==> config.mk <==
export PLATFORM = sky130hd
export DESIGN_NAME = ifetch_ctrl
export DESIGN_NICKNAME = d
export VERILOG_FILES = /design/src/rtl/ifetch_pkg.sv /design/src/rtl/ifetch_ctrl.sv
export SDC_FILE = /design/constraint.sdc
export NUM_CORES = 1
export LEC_CHECK = 0
export BUFFER_PORTS_ARGS = -buffer_cell sky130_fd_sc_hd__buf_2
export CAP_MARGIN = 10
export CORE_UTILIZATION = 25
export CTS_CLUSTER_SIZE = 14
export DETAILED_ROUTE_END_ITERATION = 8
export PLACE_DENSITY_LB_ADDON = 0.08
export SLEW_MARGIN = 20
export SYNTH_ARGS = -nofsm -noshare
export SYNTH_HDL_FRONTEND = slang
export SYNTH_SLANG_ARGS = --single-unit
==> constraint.sdc <==
create_clock -name CLK -period 2.4 [get_ports CLK]
set_input_delay 0.12 -clock CLK [delete_from_list [all_inputs] [get_ports CLK]]
set_output_delay 0.12 -clock CLK [all_outputs]
set_load 0.005 [all_outputs]
==> src/rtl/ifetch_pkg.sv <==
// Shared types and constants for the instruction fetch controller.
// Latency: n/a (declarations only).
// Backpressure: n/a.
package ifetch_pkg;

  localparam int ADDR_W     = 20;
  localparam int DATA_W     = 32;
  localparam int INSTR_STEP = 4;

  typedef enum logic [2:0] {
    IDLE    = 3'd0,
    LOOKUP  = 3'd1,
    HOLD    = 3'd2,
    MEM_REQ = 3'd3,
    REFILL  = 3'd4
  } state_t;

endpackage

==> src/rtl/ifetch_ctrl.sv <==
// Instruction fetch controller: owns the PC, looks up the I-cache, refills misses from memory.
// Latency: hit delivers IC_LAT cycles after lookup starts; miss adds memory wait + refill + re-lookup.
// Backpressure: instruction held in HOLD until instr_ready; redirects abort lookups or wait in pending.
//
// Ports:
//   CLK, RST                   clock and synchronous active-high reset
//   ic_read_en/ic_read_addr    cache lookup request; ic_miss/ic_rdata sampled on the last lookup cycle
//   ic_fetch/ic_write_*        one-cycle cache refill write
//   mem_req/mem_addr           memory word read, completed by mem_ack with mem_rdata
//   instr_valid/instr_ready    decode handshake carrying instr_out/instr_pc
//   redirect_valid/redirect_pc branch redirect from execute
module ifetch_ctrl
  import ifetch_pkg::*;
#(
  parameter logic [ADDR_W-1:0] RESET_PC = 20'h00000,
  parameter int                IC_LAT   = 2
) (
  input  logic              CLK,
  input  logic              RST,
  output logic              ic_read_en,
  output logic              ic_fetch,
  output logic [ADDR_W-1:0] ic_read_addr,
  output logic [ADDR_W-1:0] ic_write_addr,
  output logic [DATA_W-1:0] ic_write_data,
  input  logic              ic_miss,
  input  logic [DATA_W-1:0] ic_rdata,
  output logic              mem_req,
  output logic [ADDR_W-1:0] mem_addr,
  input  logic              mem_ack,
  input  logic [DATA_W-1:0] mem_rdata,
  output logic              instr_valid,
  input  logic              instr_ready,
  output logic [DATA_W-1:0] instr_out,
  output logic [ADDR_W-1:0] instr_pc,
  input  logic              redirect_valid,
  input  logic [ADDR_W-1:0] redirect_pc
);

  localparam int              CNT_W    = $clog2(IC_LAT + 1);
  localparam logic [CNT_W-1:0] CNT_LAST = CNT_W'(IC_LAT - 1);

  state_t              r_state,   w_state_nxt;
  logic [ADDR_W-1:0]   r_pc,      w_pc_nxt;
  logic [CNT_W-1:0]    r_cnt,     w_cnt_nxt;
  logic                r_pend_vld, w_pend_vld_nxt;
  logic [ADDR_W-1:0]   r_pend_pc, w_pend_pc_nxt;
  logic [DATA_W-1:0]   r_instr,   w_instr_nxt;
  logic [ADDR_W-1:0]   r_instr_pc, w_instr_pc_nxt;
  logic [DATA_W-1:0]   r_mem_data, w_mem_data_nxt;

  logic [ADDR_W-1:0]   w_redir_pc;
  logic                w_lookup_done;

  // Targets are always word aligned; the low two bits from execute are dropped.
  assign w_redir_pc    = redirect_pc & ~ADDR_W'(3);
  assign w_lookup_done = (r_cnt == CNT_LAST);

  assign instr_out = r_instr;
  assign instr_pc  = r_instr_pc;

  always_ff @(posedge CLK) begin
    if (RST) begin
      r_state    <= IDLE;
      r_pc       <= RESET_PC;
      r_cnt      <= '0;
      r_pend_vld <= 1'b0;
      r_pend_pc  <= '0;
      r_instr    <= '0;
      r_instr_pc <= '0;
      r_mem_data <= '0;
    end else begin
      r_state    <= w_state_nxt;
      r_pc       <= w_pc_nxt;
      r_cnt      <= w_cnt_nxt;
      r_pend_vld <= w_pend_vld_nxt;
      r_pend_pc  <= w_pend_pc_nxt;
      r_instr    <= w_instr_nxt;
      r_instr_pc <= w_instr_pc_nxt;
      r_mem_data <= w_mem_data_nxt;
    end
  end

  always_comb begin
    w_state_nxt    = r_state;
    w_pc_nxt       = r_pc;
    w_cnt_nxt      = r_cnt;
    w_pend_vld_nxt = r_pend_vld;
    w_pend_pc_nxt  = r_pend_pc;
    w_instr_nxt    = r_instr;
    w_instr_pc_nxt = r_instr_pc;
    w_mem_data_nxt = r_mem_data;
    ic_read_en     = 1'b0;
    ic_read_addr   = '0;
    ic_fetch       = 1'b0;
    ic_write_addr  = '0;
    ic_write_data  = '0;
    mem_req        = 1'b0;
    mem_addr       = '0;
    instr_valid    = 1'b0;

    case (r_state)
      IDLE: begin
        w_cnt_nxt   = '0;
        w_state_nxt = LOOKUP;
      end

      LOOKUP: begin
        ic_read_en   = 1'b1;
        ic_read_addr = r_pc;
        if (redirect_valid) begin
          // Abandon the in-flight lookup and restart the latency count at the target.
          w_pc_nxt    = w_redir_pc;
          w_cnt_nxt   = '0;
          w_state_nxt = LOOKUP;
        end else if (w_lookup_done) begin
          w_cnt_nxt = '0;
          if (!ic_miss) begin
            w_instr_nxt    = ic_rdata;
            w_instr_pc_nxt = r_pc;
            w_state_nxt    = HOLD;
          end else begin
            w_state_nxt = MEM_REQ;
          end
        end else begin
          w_cnt_nxt = r_cnt + CNT_W'(1);
        end
      end

      HOLD: begin
        instr_valid = 1'b1;
        // A redirect wins over a same-cycle handshake: the held word is dropped, not consumed.
        if (redirect_valid) begin
          w_pc_nxt    = w_redir_pc;
          w_cnt_nxt   = '0;
          w_state_nxt = LOOKUP;
        end else if (instr_ready) begin
          w_pc_nxt    = r_pc + ADDR_W'(INSTR_STEP);
          w_cnt_nxt   = '0;
          w_state_nxt = LOOKUP;
        end
      end

      MEM_REQ: begin
        mem_req  = 1'b1;
        mem_addr = r_pc;
        // The memory read for the old PC must finish, so redirects are parked until the refill.
        if (redirect_valid) begin
          w_pend_vld_nxt = 1'b1;
          w_pend_pc_nxt  = w_redir_pc;
        end
        if (mem_ack) begin
          w_mem_data_nxt = mem_rdata;
          w_state_nxt    = REFILL;
        end
      end

      REFILL: begin
        ic_fetch      = 1'b1;
        ic_write_addr = r_pc;
        ic_write_data = r_mem_data;
        w_cnt_nxt     = '0;
        w_state_nxt   = LOOKUP;
        // A redirect arriving on this last cycle is the newest one and takes effect directly.
        if (redirect_valid) begin
          w_pc_nxt = w_redir_pc;
        end else if (r_pend_vld) begin
          w_pc_nxt = r_pend_pc;
        end
        w_pend_vld_nxt = 1'b0;
      end

      default: begin
        w_state_nxt = IDLE;
      end
    endcase
  end

endmodule

### Word-level counts from Yosys, hierarchy flattened

Index checks and enable logic that the tools add are counted.

| storage, ports and cells | value |
|---|---|
| output and inout port bits | 148 |
| register bits | 128 |

| cells by class | value |
|---|---|
| eq/ne operators | 11 |
| mux-type cells | 28 |
| bitwise gates (word level) | 2 |
| add/sub/neg operators | 2 |
| reduce and logical (&&, ||, !) cells | 12 |

Operators by type and width:

| operator | number |
|---|---|
| $mux W20 | 8 |
| $pmux W20 S3 | 1 |
| $mux W32 | 1 |
| $add A20 B3 Y20 const B | 1 |
| $mux W3 | 5 |
| $pmux W3 S4 | 1 |
| $ne A3 B3 Y1 const B | 3 |
| $mux W2 | 4 |
| $reduce_and A2 Y1 | 4 |
| $reduce_and A4 Y1 | 2 |
| $eq A3 B2 Y1 const B | 2 |
| $mux W1 | 6 |
| $ne A2 B2 Y1 const B | 3 |
| $pmux W2 S3 | 1 |
| $reduce_bool A3 Y1 | 2 |
| $eq A3 B1 Y1 const B | 1 |
| $eq A3 B3 Y1 const B | 1 |
| $logic_not A3 Y1 | 1 |
| $reduce_and A3 Y1 | 1 |
| $add A2 B1 Y2 const B | 1 |
| $eq A2 B1 Y1 const B | 1 |
| $not A1 Y1 | 2 |
| $pmux W1 S2 | 1 |
| $reduce_bool A2 Y1 | 1 |
| $reduce_or A2 Y1 | 1 |

### Depth between registers and ports, before layout

| logic depth | value |
|---|---|
| depth after elaboration | 4 |
| depth in mapped cells | 8 |
| mapped depth without buffers | 6 |

### Worst setup path after synthesis

Ideal clock, no wire load.

| timing | value |
|---|---|
| path kind | register -> register |
| start | register r_state[2] |
| end | register r_pc[5] |
| path buffers | 3 |
| slack | 707 ps |
| data required time | 2,330 ps |
| stages on the path, launching flop included | 9 |
| clock period less this slack | 1,693 ps |
| arrival time | 1,622 ps |
| path through | dfxtp_1 > buf_6 > or4b_1 > buf_2 > buf_6 > nor3_1 > a221o_1 > nand2_1 > a21oi_1 |

| on the way | value |
|---|---|
| longest elaborated chain between the ends | 3 |

Ends and longest elaborated chain:

| element | line | text |
|---|---|---|
| start, declared | ifetch_ctrl.sv:42 | `state_t r_state, w_state_nxt;` |
| start signal, assigned | ifetch_ctrl.sv:72 | `r_state <= w_state_nxt;` |
| $eq A3 B3 Y1 (tied with other cells) | ifetch_ctrl.sv:101 | `case (r_state)` |
| $ne A3 B3 Y1 (no source line) (tied with other cells) | - |  |
| $reduce_and A4 Y1 (no source line) | - |  |
| end signal, assigned | ifetch_ctrl.sv:73 | `r_pc <= w_pc_nxt;` |
| end, declared | ifetch_ctrl.sv:43 | `logic [ADDR_W-1:0] r_pc, w_pc_nxt;` |

Several ways; a longest one is shown, not always the timed one.
A chain may end at the register's enable or synchronous reset.

### Worst setup path in the final report

| timing | value |
|---|---|
| start | register r_state[0] |
| end | output ic_read_addr[7] |

| on the way | value |
|---|---|
| longest elaborated chain between the ends | 2 |

Ends and longest elaborated chain:

| element | line | text |
|---|---|---|
| $eq A3 B1 Y1 | ifetch_ctrl.sv:101 |  |
| $mux W20 | ifetch_ctrl.sv:101 |  |
| end, declared | ifetch_ctrl.sv:22 | `output logic [ADDR_W-1:0] ic_read_addr,` |

Every way passes these cells.

==> results.json <==
{
  "outcome": "complete, no violations",
  "synth_area_mm2": 0.00583,
  "grt_pass1_wl_um": 33200,
  "synth_compound_area_share_pct": 19.9,
  "post_cts_resized": 0,
  "reg2reg_to": "instr_out[21]",
  "synth_top_cell_by_area": "dfxtp_1",
  "criticalPathCategory": "reg -> out",
  "num_vias": 6320,
  "dp.cells": 1292,
  "min_to": "r_state[0]",
  "yosysUniqueCellTypes": 48,
  "path_clk_slew_ps": 60,
  "synth-async-reset-ratio_pct": 0,
  "die_h_um": 155,
  "setup_viol": 0,
  "cp.required_ps": 2280,
  "yosysTopAreaCellShare_pct": 42.6,
  "synthAdderAreaFrac_pct": 0.215,
  "p_leak_nw": 3.90,
  "drt-total-wl_um": 21100,
  "min_from": "mem_ack",
  "clock_path_buffers": 2,
  "timing.max_cap.violations": 0,
  "synth_area_leaders": "dfxtp_1 43%, nand2_1 14%, a21oi_1 11%",
  "hold_viol": 0,
  "critPathMaxStageDelay_ps": 520,
  "synthSimpleGateAreaFrac_pct": 30.4,
  "htreeDepth": 4,
  "groute.usage.overall_pct": 17.5,
  "ff2ff_setup_slack_ps": 270,
  "clock-sinks": 124,
  "critPathLaunch": "r_state[0]",
  "instances_no_fill": 1406,
  "synth_ff_type": "dfxtp_1",
  "overflow": 0,
  "wl_per_cell_um": 15.0,
  "netlist_instances": 785,
  "postLayoutCellArea_mm2": 0.00880,
  "rsz0062_at_grt": "no",
  "synth_mux_area_share_pct": 0.365,
  "drt_pre_antenna_iters": 4,
  "std_cell_rows": 55,
  "synth_common_cells": "220 x nand2_1, 124 x a21oi_1, 124 x dfxtp_1",
  "cts_made_buffers": 17,
  "globalplace.congestion": 0.764,
  "worst_slew_pin_slew_ps": 559,
  "cts_tree": "yes",
  "synth-edff-count": 0,
  "antenna_found_initial": 0,
  "hold_path_depth": 3,
  "critPathLaunchType": "flip-flop",
  "drc": 0,
  "p_per_area_mw_per_mm2": 617,
  "fin_nets": 1171,
  "fp.dieW_um": 155,
  "place_area_mm2": 0.00736,
  "drt_iter0_drc": 322,
  "timing.final.crit_share_pct": 92.5,
  "grt_start_max_net_pins": 51,
  "reg2regPathDepth": 7,
  "yosysSeqAreaShare_pct": 42.6,
  "synth.ff_latch_count": 124,
  "worst_setup_path_end_kind": "primary output",
  "coreArea_mm2": 0.0228,
  "syn_area_per_cell_um2": 7.43,
  "fillers": 2435,
  "timing.hold.ws_ps": 67.3,
  "via_per_inst": 4.50,
  "ant_nets": 0,
  "r2r_start": "r_state[0]",
  "clk_latency_ps": 420,
  "drive_gt1_share_pct": 28.2,
  "start_util_pct": 25.6,
  "timing.fmax_ghz": 0.450,
  "finalSetupTns_ps": 0,
  "die_area_mm2": 0.0239,
  "io_pins": 238,
  "syn_to_final_growth_pct": 50.9,
  "synth_top_family_by_area": "simple AND/OR/NAND/NOR gates",
  "slew_headroom_pct": 62.7,
  "ir_drop_mv": 0.381,
  "yosysWarnings": 0,
  "path_max_fanout": 18,
  "fin_worst_skew_ps": 15.4,
  "cp_data_arrival_time_ps": 2100,
  "slowest_stage": "dfxtp_1",
  "min_path_type": "in -> reg",
  "port_buffers": 227,
  "dp.final_hpwl_um": 14200,
  "yosys.area_share.xor_xnor_pct": 0,
  "root_buffer": "clkbuf_16",
  "crit_chain": "inv_1 -> nor3_2 -> buf_4 -> and2_1 -> buf_2",
  "fin_crit_ps": 2220,
  "yosysMostFrequentCell": "nand2_1",
  "final-max-slew-violation-count": 0,
  "grt_pass1_vias": 6118
}
## worst max-delay path by stage
| stage | to | slack [ps] | cells after the start |
|---|---|---|---|
| after CTS | ic_read_addr[5] | 170 | 5 |
| after floorplan | r_pc[5] | 710 | 8 |
| after global placement | instr_out[13] | 280 | 7 |
| after global routing | ic_read_addr[7] | 30 | 5 |
| after detailed placement | instr_pc[14] | 270 | 7 |
| final | ic_read_addr[7] | 180 | 5 |
## timing repair
| item | CTS | global route |
|---|---|---|
| buffers inserted | 0 | 0 |
| endpoints found under the hold margin | 83 | 0 |
| hold buffers | 82 | 0 |
## area by class of cell
cell class	count	area [µm²]	share of cell area, %
multi-input combinational	587	3020	34.3
sequential	124	2480	28.2
timing repair buffer	345	2270	25.8
clock buffer	17	425	4.83
tap	313	392	4.45
clock inverter	14	195	2.22
inverter	5	18.8	0.213
antenna	1	2.50	0.0284
## where the power goes
part	leakage (nW)	switching, mW	internal, mW
clock	0.292	1.02	1.74
sequential	1.00	0.0429	2.10
combinational	2.61	0.279	0.259
total	3.90	1.34	4.09
## cells in the final DEF (no fill, tap or decap), types with 5 or more instances in the layout
cell             n
conb_1           8
a22oi_1          8
dfxtp_1        123
buf_2          226
nor4_1           7
a21oi_1        124
and2_1          41
nand2_1        219
a22o_1          15
dlygate4sd3_1   82
inv_1            5
buf_4           34
nand3_1          6
nor2_1          27
nor3_1           9
clkbuf_16       17
o21ai_0         22
and3_1          48
## worst max-delay path: cells and delay by family, from the launching register on
family	cells	cell delay, ps
and+or+nand+nor	2	520
buffers and inverters	3	630
DFF	1	520
## per-layer routing
metal,vias up,track usage (%),share of wire [%]
met1,2859,23.4,49
met4,0,5.37,1.6
li1,3253,-,-
met2,187,27.5,44
met5,-,0,0
met3,21,4.71,5.8
## registers in the layout, summed over array words and instances (netlist names)
| signal | flops |
|---|---|
| instr_out | 32 |
| instr_pc | 18 |
| r_cnt | 2 |
| r_mem_data | 32 |
| r_pc | 18 |
| r_pend_pc | 18 |
| r_pend_vld | 1 |
| r_state | 3 |
## through the flow
stage               total power [mW]  worst slack (ps)  util [%]
floorplan                       2.41               707         -
global placement                2.63               284      32.3
detailed placement              2.62               271      32.3
CTS                             5.53               172      38.6
global route                    5.66              26.3      38.6
finish                          5.43               179      38.6
## cell families (layout without fill, tap and decap cells)
family	Yosys count	count (layout)
mux	2	2
compound gates	197	197
other cells	1	9
buf+inv	81	381
flops	124	124
fa+ha+maj	1	1
simple gates	379	379
Note: power is estimated with default switching activity, not from simulation.
